**src/rtl/sram_mem_stage_ctrl.sv**
```systemverilog
// rtl/sram_mem_stage_ctrl.sv - MEM-stage data memory controller over a narrow multi-cycle SRAM
//
// Purpose: each DATA_W-bit load/store is serialised into BEATS = DATA_W/SRAM_DW
// SRAM transfers of WAIT_CYCLES clocks each. ready is the pipeline advance
// signal: high when no request is pending or when the access has just completed.
//
// Ports:
//   clk        in   rising-edge clock
//   rst        in   synchronous active-high reset
//   wr_en      in   store request (wins over rd_en)
//   rd_en      in   load request
//   addr       in   32-bit byte address
//   wdata      in   DATA_W store data
//   rdata      out  DATA_W load data, held until the next read capture
//   ready      out  operation complete or no request pending
//   sram_addr  out  SRAM beat address
//   sram_wdata out  SRAM write data
//   sram_rdata in   SRAM read data
//   sram_we_n  out  SRAM write enable, active low
module sram_mem_stage_ctrl #(
  parameter int DATA_W      = 32,
  parameter int SRAM_DW     = 16,
  parameter int SRAM_AW     = 18,
  parameter int BASE_ADDR   = 1024,
  parameter int WAIT_CYCLES = 1
) (
  input  logic               clk,
  input  logic               rst,
  input  logic               wr_en,
  input  logic               rd_en,
  input  logic [31:0]        addr,
  input  logic [DATA_W-1:0]  wdata,
  output logic [DATA_W-1:0]  rdata,
  output logic               ready,
  output logic [SRAM_AW-1:0] sram_addr,
  output logic [SRAM_DW-1:0] sram_wdata,
  input  logic [SRAM_DW-1:0] sram_rdata,
  output logic               sram_we_n
);

  localparam int BEATS   = DATA_W / SRAM_DW;
  localparam int BYTE_SH = $clog2(DATA_W / 8);
  localparam int BW      = (BEATS > 1) ? $clog2(BEATS) : 1;
  localparam int WW      = (WAIT_CYCLES > 1) ? $clog2(WAIT_CYCLES) : 1;

  typedef enum logic [1:0] {IDLE, BEAT, DONE} state_t;

  state_t             state_q, state_d;
  logic [BW-1:0]      beat_q, beat_d;
  logic [WW-1:0]      wait_q, wait_d;
  logic               wr_q, wr_d;
  logic [SRAM_AW-1:0] base_q, base_d;
  logic [DATA_W-1:0]  wdata_q, wdata_d;
  logic [DATA_W-1:0]  rdata_q, rdata_d;

  logic               last_beat;
  logic               last_wait;
  logic [SRAM_AW-1:0] base_calc;

  // First SRAM beat of the addressed word; out-of-range addresses wrap silently.
  assign base_calc = SRAM_AW'((addr - 32'(BASE_ADDR)) >> BYTE_SH) * SRAM_AW'(BEATS);

  assign last_beat = (beat_q == BW'(BEATS - 1));
  assign last_wait = (wait_q == WW'(WAIT_CYCLES - 1));

  // DONE releases the pipeline for exactly one cycle; a still-asserted request
  // in the following IDLE cycle belongs to the next instruction.
  assign ready = ~(rd_en | wr_en) | (state_q == DONE);
  assign rdata = rdata_q;

  always_ff @(posedge clk) begin
    if (rst) begin
      state_q <= IDLE;
      beat_q  <= '0;
      wait_q  <= '0;
      wr_q    <= 1'b0;
      base_q  <= '0;
      wdata_q <= '0;
      rdata_q <= '0;
    end else begin
      state_q <= state_d;
      beat_q  <= beat_d;
      wait_q  <= wait_d;
      wr_q    <= wr_d;
      base_q  <= base_d;
      wdata_q <= wdata_d;
      rdata_q <= rdata_d;
    end
  end

  always_comb begin
    state_d    = state_q;
    beat_d     = beat_q;
    wait_d     = wait_q;
    wr_d       = wr_q;
    base_d     = base_q;
    wdata_d    = wdata_q;
    rdata_d    = rdata_q;
    sram_addr  = '0;
    sram_wdata = '0;
    sram_we_n  = 1'b1;

    case (state_q)
      IDLE: begin
        if (rd_en | wr_en) begin
          wr_d    = wr_en;
          base_d  = base_calc;
          wdata_d = wdata;
          beat_d  = '0;
          wait_d  = '0;
          state_d = BEAT;
        end
      end

      BEAT: begin
        sram_addr = base_q + SRAM_AW'(beat_q);
        sram_we_n = ~wr_q;
        for (int i = 0; i < BEATS; i++) begin
          if (beat_q == BW'(i)) begin
            if (wr_q) begin
              sram_wdata = wdata_q[i*SRAM_DW +: SRAM_DW];
            end else if (last_wait) begin
              // Sample on the final wait cycle so slow SRAM data has settled.
              rdata_d[i*SRAM_DW +: SRAM_DW] = sram_rdata;
            end
          end
        end
        if (last_wait) begin
          wait_d = '0;
          if (last_beat) begin
            beat_d  = '0;
            state_d = DONE;
          end else begin
            beat_d = beat_q + BW'(1);
          end
        end else begin
          wait_d = wait_q + WW'(1);
        end
      end

      DONE: begin
        state_d = IDLE;
      end

      default: begin
        state_d = IDLE;
      end
    endcase
  end

endmodule

```
**config.mk**
```make
export PLATFORM = sky130hd
export DESIGN_NAME = sram_mem_stage_ctrl
export DESIGN_NICKNAME = d
export VERILOG_FILES = /design/src/rtl/sram_mem_stage_ctrl.sv
export SDC_FILE = /design/constraint.sdc
export NUM_CORES = 1
export LEC_CHECK = 0
export ABC_AREA = 1
export CAP_MARGIN = 20
export CORE_ASPECT_RATIO = 0.8
export CORE_UTILIZATION = 40
export CTS_CLUSTER_SIZE = 30
export DETAILED_ROUTE_END_ITERATION = 8
export GPL_ROUTABILITY_DRIVEN = 0
export PLACE_DENSITY_LB_ADDON = 0.05
export SLEW_MARGIN = 20
export SYNTH_ARGS = -nofsm -noshare
export SYNTH_HDL_FRONTEND = slang
export SYNTH_SLANG_ARGS = --single-unit
```
**constraint.sdc**
```tcl
create_clock -name clk -period 1.4 [get_ports clk]
set_input_delay 0.14 -clock clk [delete_from_list [all_inputs] [get_ports clk]]
set_output_delay 0.14 -clock clk [all_outputs]
set_load 0.01 [all_outputs]
```
# [Word level (Yosys, flattened, before mapping)]
# Cells that the tools add are included.
[op_classes] add_sub_neg=4 multipliers=0 div_mod_pow=0 magnitude_cmp=0 eq_ne=5 shifts=0 n_mux=17 n_bitwise=6 n_reduce_logical=8
[op_table] op="two-way mux 16 bit" count=5
[op_table] op="subtractor 19 x 11 -> 19 bit, second input constant" count=1
[op_table] op="adder 18 x 1 -> 18 bit" count=1
[op_table] op="two-way mux 18 bit" count=1
[op_table] op="AND reduction 4 bit" count=2
[op_table] op="two-way mux 2 bit" count=3
[op_table] op="inequality test 2 bit, second input constant" count=3
[op_table] op="AND reduction 3 bit" count=2
[op_table] op="two-way mux 1 bit" count=5
[op_table] op="inverter 1 bit" count=4
[op_table] op="case mux 1 bit (2 select lines)" count=2
[op_table] op="case mux 2 bit (2 select lines)" count=1
[op_table] op="AND reduction 2 bit" count=2
[op_table] op="adder 1 bit, second input constant" count=2
[op_table] op="== test 2 x 1 -> 1 bit, second input constant" count=1
[op_table] op="== test 2 bit, second input constant" count=1
[op_table] op="logical NOT 2 bit" count=1
[op_table] op="bitwise OR 1 bit" count=2
[op_table] op="nonzero test 2 bit" count=1
[totals] reg_bits=86 latch_bits=0 ramBits=0 mem_bits_ro=0 output_inout_bits=68 elab_cells=48 memories=0

# [Longest topological paths before layout]
# Gate-level depths: netlist of run 1.
[logic_depth] ltp_word=5 ltp_mapped=9 mapped_depth_nobuf=8

# [Worst setup path before layout of run 1]
# OpenSTA, ideal clock, no wires.
[synth_timing] kind="reg-to-output" start="register state_q[0]" end="output sram_wdata[10]" arrival_ns=1.139 slack_ns=0.121 stages_incl_launch_ff=6 cell_sequence="dfxtp_1 inv_2 nor2_4 nand2_1 clkbuf_1 a21oi_1"
[synth_between] elab_chain_cells=2
[synth_rtl] item="start: declaration" line_no="48" source="state_t state_q, state_d;"
[synth_rtl] item="start signal: assignment" line_no="81" source="state_q <= state_d;"
[synth_rtl] item="== test 2 x 1 -> 1 bit" line_no="103" source="case (state_q)"
[synth_rtl] item="two-way mux 16 bit" line_no="103"
[synth_rtl] item="end: declaration" line_no="36" source="output logic [SRAM_DW-1:0] sram_wdata,"
# No other way between the ends.

# [Worst setup path after layout of run 1]
[layout_timing] start="register state_q[0]" end="output sram_wdata[8]"
# The elaborated chain is that of the path after synthesis.

==> results of run 1 <==
-- registers in the layout (all words and copies together), names as in the netlist --
signal / flops
base_q: 17
beat_q: 1
rdata: 32
state_q: 2
wdata_q: 32
wr_q: 1
-- worst max-delay path, stage by stage (launching register included) --
cell     delay [ns]
dfxtp_2        0.34
inv_2          0.05
nor2_4         0.17
nand2_4        0.10
buf_6          0.16
a21oi_1        0.10
buf_2          0.14
-- final timing paths --
kind                       start       endpoint  slack, ns  depth (start not counted)
hold / removal    sram_rdata[10]      rdata[10]       0.40                          3
setup reg to reg      state_q[0]       rdata[9]       0.05                          9
setup / recovery      state_q[0]  sram_wdata[8]      -0.14                          6
hold reg to reg        base_q[8]      base_q[8]       0.46                          2
-- cells in the mapped netlist (2+ instances only) --
library cell  number
inv_1             34
clkbuf_2           3
nand3_1            8
a21oi_1           36
clkbuf_1          11
o21ai_0           75
nor2_4             3
inv_2              4
nor2_1           156
nand2_2            2
buf_6              2
dfxtp_1           85
o21ai_1            8
nand2_1           48
buf_2             12
-- cell families after synthesis --
kind of cell | Yosys count | share of synthesized area
fa+ha+maj | 1 | 0.003585
flops | 85 | 0.4876
compound gates | 119 | 0.1707
simple gates | 219 | 0.2485
xor+xnor | 2 | 0.005021
buf+inv | 68 | 0.08462
-- metrics by stage --
| step | hold slack (ns) | instance area (um2) | std cells |
|---|---|---|---|
| finish | 0.4047 | 5469 | 762 |
| global placement | 0.4400 | 5204 | 746 |
| global route | 0.4054 | 5469 | 762 |
| floorplan | 0.2749 | 3490 | 494 |
| detailed placement | 0.4474 | 5204 | 746 |
| CTS | 0.3825 | 5413 | 762 |
-- metal layers --
metal / share of wire / wire length, um / vias up / global-route usage
li1: - / - / 1863 / -
met1: 0.47 / 4508 / 1609 / 0.2679
met2: 0.46 / 4414 / 94 / 0.3666
met3: 0.054 / 514 / 10 / 0.05319
met4: 0.0092 / 88 / 0 / 0.06227
met5: 0 / 0 / - / 0
-- where the power goes --
group,internal [mW],switching (mW)
logic,0.716,0.711
clock network,0.979,0.836
registers,2.66,0.114
-- layout make-up --
class,count,area [um2]
clock buffer,9,123.9
fill,801,3014
timing repair buffer,171,1673
clock inverter,5,77.57
sequential,85,1705
tap,112,140.1
multi-input combinational,341,1590
inverter,39,158.9
-- layout by cell type (no fill, tap or decap), types with 8 or more instances in the layout --
cell type | netlist | routed
a21oi_2 | 0 | 15
o21ai_0 | 75 | 68
nand2_1 | 48 | 47
clkbuf_8 | 0 | 9
clkdlybuf4s50_1 | 0 | 80
dfxtp_1 | 85 | 82
buf_12 | 0 | 8
nor2_1 | 156 | 150
buf_4 | 1 | 24
buf_2 | 12 | 18
o21ai_1 | 8 | 15
clkdlybuf4s15_2 | 0 | 9
inv_1 | 34 | 33
a21oi_1 | 36 | 21
dlymetal6s2s_1 | 0 | 19
-- timing repair --
action / in CTS / in global routing
resized for setup: 132 / 49
pin swaps: 2 / 3
setup buffers: 2 / 0
endpoints found under the setup margin: 40 / 120
==> key figures, run 1 <==
Run status
  • Status: finished with violations
  • Failing checks: setup timing

Die
  • Core area: 8483 um2
  • Starting Density: 0.4114
  • IO Count: 152
  • Chip height: 85.54 um
  • Die extent in x: approximately 110 um
  • Row cnt: 30
  • Area of the die: around 9100 um2

Logic synthesis
  • Synth unique cells: 22
  • Dominant register cell in the synthesized netlist: dfxtp_1
  • Post-Synthesis Cells: around 490
  • Number of synthesized flops with an enable pin: 0
  • Seq cells post-synth: 85
  • Cell Area, Synth: 3490 um2
  • Post-synth top area cell: dfxtp_1
  • Mapped Nets: 579
  • Post-Syn Area per Cell: roughly 7 um2
  • Asr flop ratio synth: 0
  • Share of the synthesized area in the top cell type: 0.4876
  • Seq/Total Area, Yosys: 0.4876
  • Synth warn: 0
  • Top cells by area, synth: dfxtp_1, nor2_1, o21ai_0

CTS
  • CTS tree: yes
  • Num CTS Buffers: 9
  • H-tree Lvls: 3
  • CTS sink cnt: 85
  • CTS clock-pin slew for the worst setup and hold paths: 0.08 ns
  • Worst-skew pair later-pin latency: 0.34 ns
  • CTS Hold Bufs: 0
  • Clock Path Buffers: 2
  • CTS Root Cell: clkbuf_8

Detailed routing
  • Routed WL: 9.525 mm
  • Avg Vias per Cell: 4.693
  • First drt pass iteration count: 4
  • Remaining DRCs: 0
  • Initial DRC count: 134
  • DR vias: 3576
  • WL/cell: 12.50 um
  • ANT nets after route: 0

Global route
  • Largest net degree at the start of global routing: 41
  • Vias in the first global route: 3402
  • First-pass GRT wire length: 15.46 mm
  • Initial antenna violation count: 0
  • Gr ovfl total: 0
  • GRT Util Overall: 0.2138

STA
  • Achievable frequency: 650.3 MHz
  • Slew headroom: 0.8549
  • Max-slew violations: 0
  • Setup TNS: -3.349 ns
  • RSZ-0062 raised after global routing: yes
  • Post-route minimum period: 1.538 ns
  • Fin worst setup slack: -0.1377 ns
  • Skew final: 0.008269 ns
  • Slew @ Worst Pin: 0.2177 ns
  • Endpoints failing setup: 32
  • Period utilization: 1.098
  • Hold Vio Cnt, Final: 0

Cells and area
  • Area delta synth->final: 56.72%
  • Share of layout cells above drive strength 1: 0.1831
  • Nets: 732
  • Post-layout util: 0.6447
  • ANT cells: 0

Worst setup path
  • Critical path endpoint category: output pin
  • Worst setup SP type: flip-flop
  • Crit path arrival time: 1.40 ns
  • Crit Path Class: flip-flop to output pin
  • CP max FO: 9
  • Required time of the worst setup path: 1.26 ns

Flow run
  • Count of max-cap constraint violations: 0

Power
  • Total Power: 6.022 mW
  • PwrDens: 1101 nW/um2
  • Lkg Pwr: approximately 2.6 nW
  • VDD IR max: 0.0006450 V

Worst hold path
  • Min-delay worst type: input pin to flip-flop

Place
  • IO Port Bufs: around 140
  • Dpl ws: -0.2705 ns
  • DP HPWL: roughly 6.7 mm
(Power assumes the default switching activity.)
==> run 2, diff against run 1 <==
Settings changed: CORE_UTILIZATION 40 to 42.
==> run 2 against run 1 <==
- the flow still finishes with violations (setup timing)
- hold slack got worse by 0.0049 ns
- cell area rose by 5.0%
- first-iteration DRC count fell by 4.5%
- sequential share of layout area fell by 1.5 points
- worst setup slack improved by 0.064 ns
- maximum frequency rose by 4.4%
- final cell count rose by 0.13%
- non-clock buffer count rose by 2
- sequential power barely moved
- critical path depth did not move
- critical endpoint is now sram_wdata[6]
==> key figures, run 2 (synthesized netlist as in run 1, its figures left out) <==
CTS
  • Worst-skew pair later-pin latency: between 0.3 and 0.4 ns
  • CTS Root Cell: clkbuf_8
  • Num CTS Buffers: 9
  • H-tree Lvls: 3
  • CTS tree: yes
  • Clock Path Buffers: 2
  • CTS Hold Bufs: 0
  • CTS clock-pin slew for the worst setup and hold paths: about 0.090 ns
  • CTS sink cnt: 85

Global route
  • GRT Util Overall: 0.2288
  • Initial antenna violation count: 0
  • First-pass GRT wire length: approximately 16 mm
  • Gr ovfl total: 0
  • Vias in the first global route: 3431
  • Largest net degree at the start of global routing: 37

Place
  • DP HPWL: 6.632 mm
  • IO Port Bufs: 136
  • # placed instances: around 740
  • Placed inst area: approximately 5200 um2

STA
  • Achievable frequency: 678.7 MHz
  • RSZ-0062 raised after global routing: yes
  • Endpoints failing setup: 55
  • Hold Vio Cnt, Final: 0
  • Skew final: 0.01199 ns
  • Slew headroom: 0.7645
  • Period utilization: 1.052
  • Slew @ Worst Pin: 0.3532 ns
  • Fin worst setup slack: -0.07333 ns
  • Post-route minimum period: 1.473 ns
  • Max-slew violations: 0

Cells and area
  • Post-layout util: 0.7191
  • Area delta synth->final: 64.50%
  • Nets: 735
  • Layout filler cell count: between 600 and 700
  • ANT cells: 0
  • Layout Cells excl Fill: 763
  • Cell area after layout: around 5700 um2
  • Share of layout cells above drive strength 1: 0.2473
  • Commonest non-fill, non-tap cell in the layout: nor2_1
  • Commonest non-fill, non-tap cells in the layout: nor2_1, dfxtp_1, clkdlybuf4s50_1

Power
  • Total Power: approximately 6.3 mW
  • Lkg Pwr: 2.882 nW
  • Switching part of the total: 0.2894
  • VDD IR max: between 0.0005 and 0.0006 V
  • Net load switching power: 1.810 mW
  • Clock network fraction of total power: 0.302
  • Internal power: 4.446 mW
  • Combinational share of power: 0.252
  • PwrDens: 1090 nW/um2
  • Seq pwr share: 0.446

Worst setup path
  • Max incr delay on CP: ~0.35 ns
  • Critical path endpoint category: output pin
  • R2R cell count: 9
  • Register-to-register setup slack: -0.07 ns
  • Crit path arrival time: around 1.3 ns
  • CP max FO: 17
  • Cell Chain, Critical Path: inv_2 -> nor2_4 -> nand2_2 -> buf_12 -> a21oi_2 -> buf_2
  • R2r endpoint: rdata[0]
  • Worst setup SP type: flip-flop
  • Required time of the worst setup path: 1.26 ns
  • Max stage delay cell, worst path: dfxtp_2
  • Crit Path Class: flip-flop to output pin
  • Worst flop-to-flop path startpoint: state_q[0]

Run status
  • Failing checks: setup timing
  • Status: finished with violations

Die
  • IO Count: about 150
  • Core area: between 7000 and 8000 um2
  • Starting Density: 0.4371
  • Die extent in x: just over 100 um
  • Area of the die: 8680 um2
  • Chip height: 83.53 um
  • Row cnt: 29

Worst hold path
  • WHS Endpoint: rdata[9]
  • Worst hold path stage count: 3
  • Worst Min Path Start: sram_rdata[9]
  • Min-delay worst type: input pin to flip-flop

Flow run
  • Count of max-cap constraint violations: 0

Detailed routing
  • Avg Vias per Cell: between 4 and 5
  • First drt pass iteration count: 4
  • DR vias: 3729
  • WL/cell: approximately 13 um
  • ANT nets after route: 0
  • Routed WL: 10.02 mm
  • Initial DRC count: 128
  • Remaining DRCs: 0
==> run 2: changes by cell type in the layout (fill, tap and decap cells not counted), moves of 9 or more <==
cell             change
o21ai_2             +25
o21ai_0             -20
dlymetal6s2s_1      +13
clkdlybuf4s50_1     -12
nor2_1              -11
buf_2               +10
clkdlybuf4s15_2      -9
==> run 2: metal layers <==
metal | part of all wire | GRT usage
met4 | 0.014 | 0.06623
met2 | 0.45 | 0.3612
met5 | 0 | 0
met1 | 0.47 | 0.3105
met3 | 0.069 | 0.05621
==> run 2: power groups by stage <==
| stage | sequential (mW) | combinational, mW | clock, mW |
|---|---|---|---|
| floorplan | 2.85 | 0.632 | 0 |
| global placement | 2.82 | 1.38 | 0 |
| detailed placement | 2.83 | 1.40 | 0 |
| CTS | 2.78 | 1.41 | 1.94 |
| global route | 2.82 | 1.72 | 2.04 |
| finish | 2.79 | 1.58 | 1.89 |
==> run 2: layout make-up <==
| class | count | area [um2] | share of cell area |
|---|---|---|---|
| tap | 108 | 135.1 | 0.02354 |
| timing repair inverter | 1 | 11.26 | 0.001962 |
| clock inverter | 5 | 83.83 | 0.01460 |
| timing repair buffer | 173 | 1719 | 0.2995 |
| clock buffer | 11 | 131.4 | 0.02289 |
| multi-input combinational | 341 | 1780 | 0.3102 |
| inverter | 39 | 173.9 | 0.03030 |
| sequential | 85 | 1705 | 0.2971 |
==> run 2: stage by stage <==
step                setup slack (ns)  hold slack, ns  setup TNS (ns)
finish                      -0.07333          0.3998          -1.764
detailed placement           -0.2377          0.4430          -16.11
global placement             -0.2192          0.4394          -11.65
floorplan                     0.1215          0.2749               0
global route                 -0.1457          0.4086          -6.702
CTS                         -0.09161          0.3760          -1.460
==> run 2: how the worst max path moves through the flow <==
stage	start	endpoint	slack, ns	cells past startpoint
3_5_place_dp	wr_en	ready	-0.24	5
3_3_place_gp	wr_en	ready	-0.22	5
5_1_grt	state_q[0]	sram_wdata[15]	-0.15	6
4_1_cts	state_q[0]	sram_wdata[9]	-0.09	6
2_1_floorplan	state_q[0]	sram_wdata[10]	0.12	5
6_report	state_q[0]	sram_wdata[6]	-0.07	6
==> run 2: critical path, delay by kind of cell (launching register included) <==
kind	cells	cell delay, ns
buffers and inverters	3	0.36
flip-flops	1	0.35
AND/OR/NAND/NOR	2	0.16
AO/OA/AOI/OAI	1	0.13
==> run 2: repair_timing <==
action / CTS / global route
setup endpoints to repair: 52 / 95
setup buffers: 0 / 2
resized for setup: 169 / 135
hold endpoints to repair: 0 / 0
gates cloned: 1 / 1
pin swaps: 0 / 18
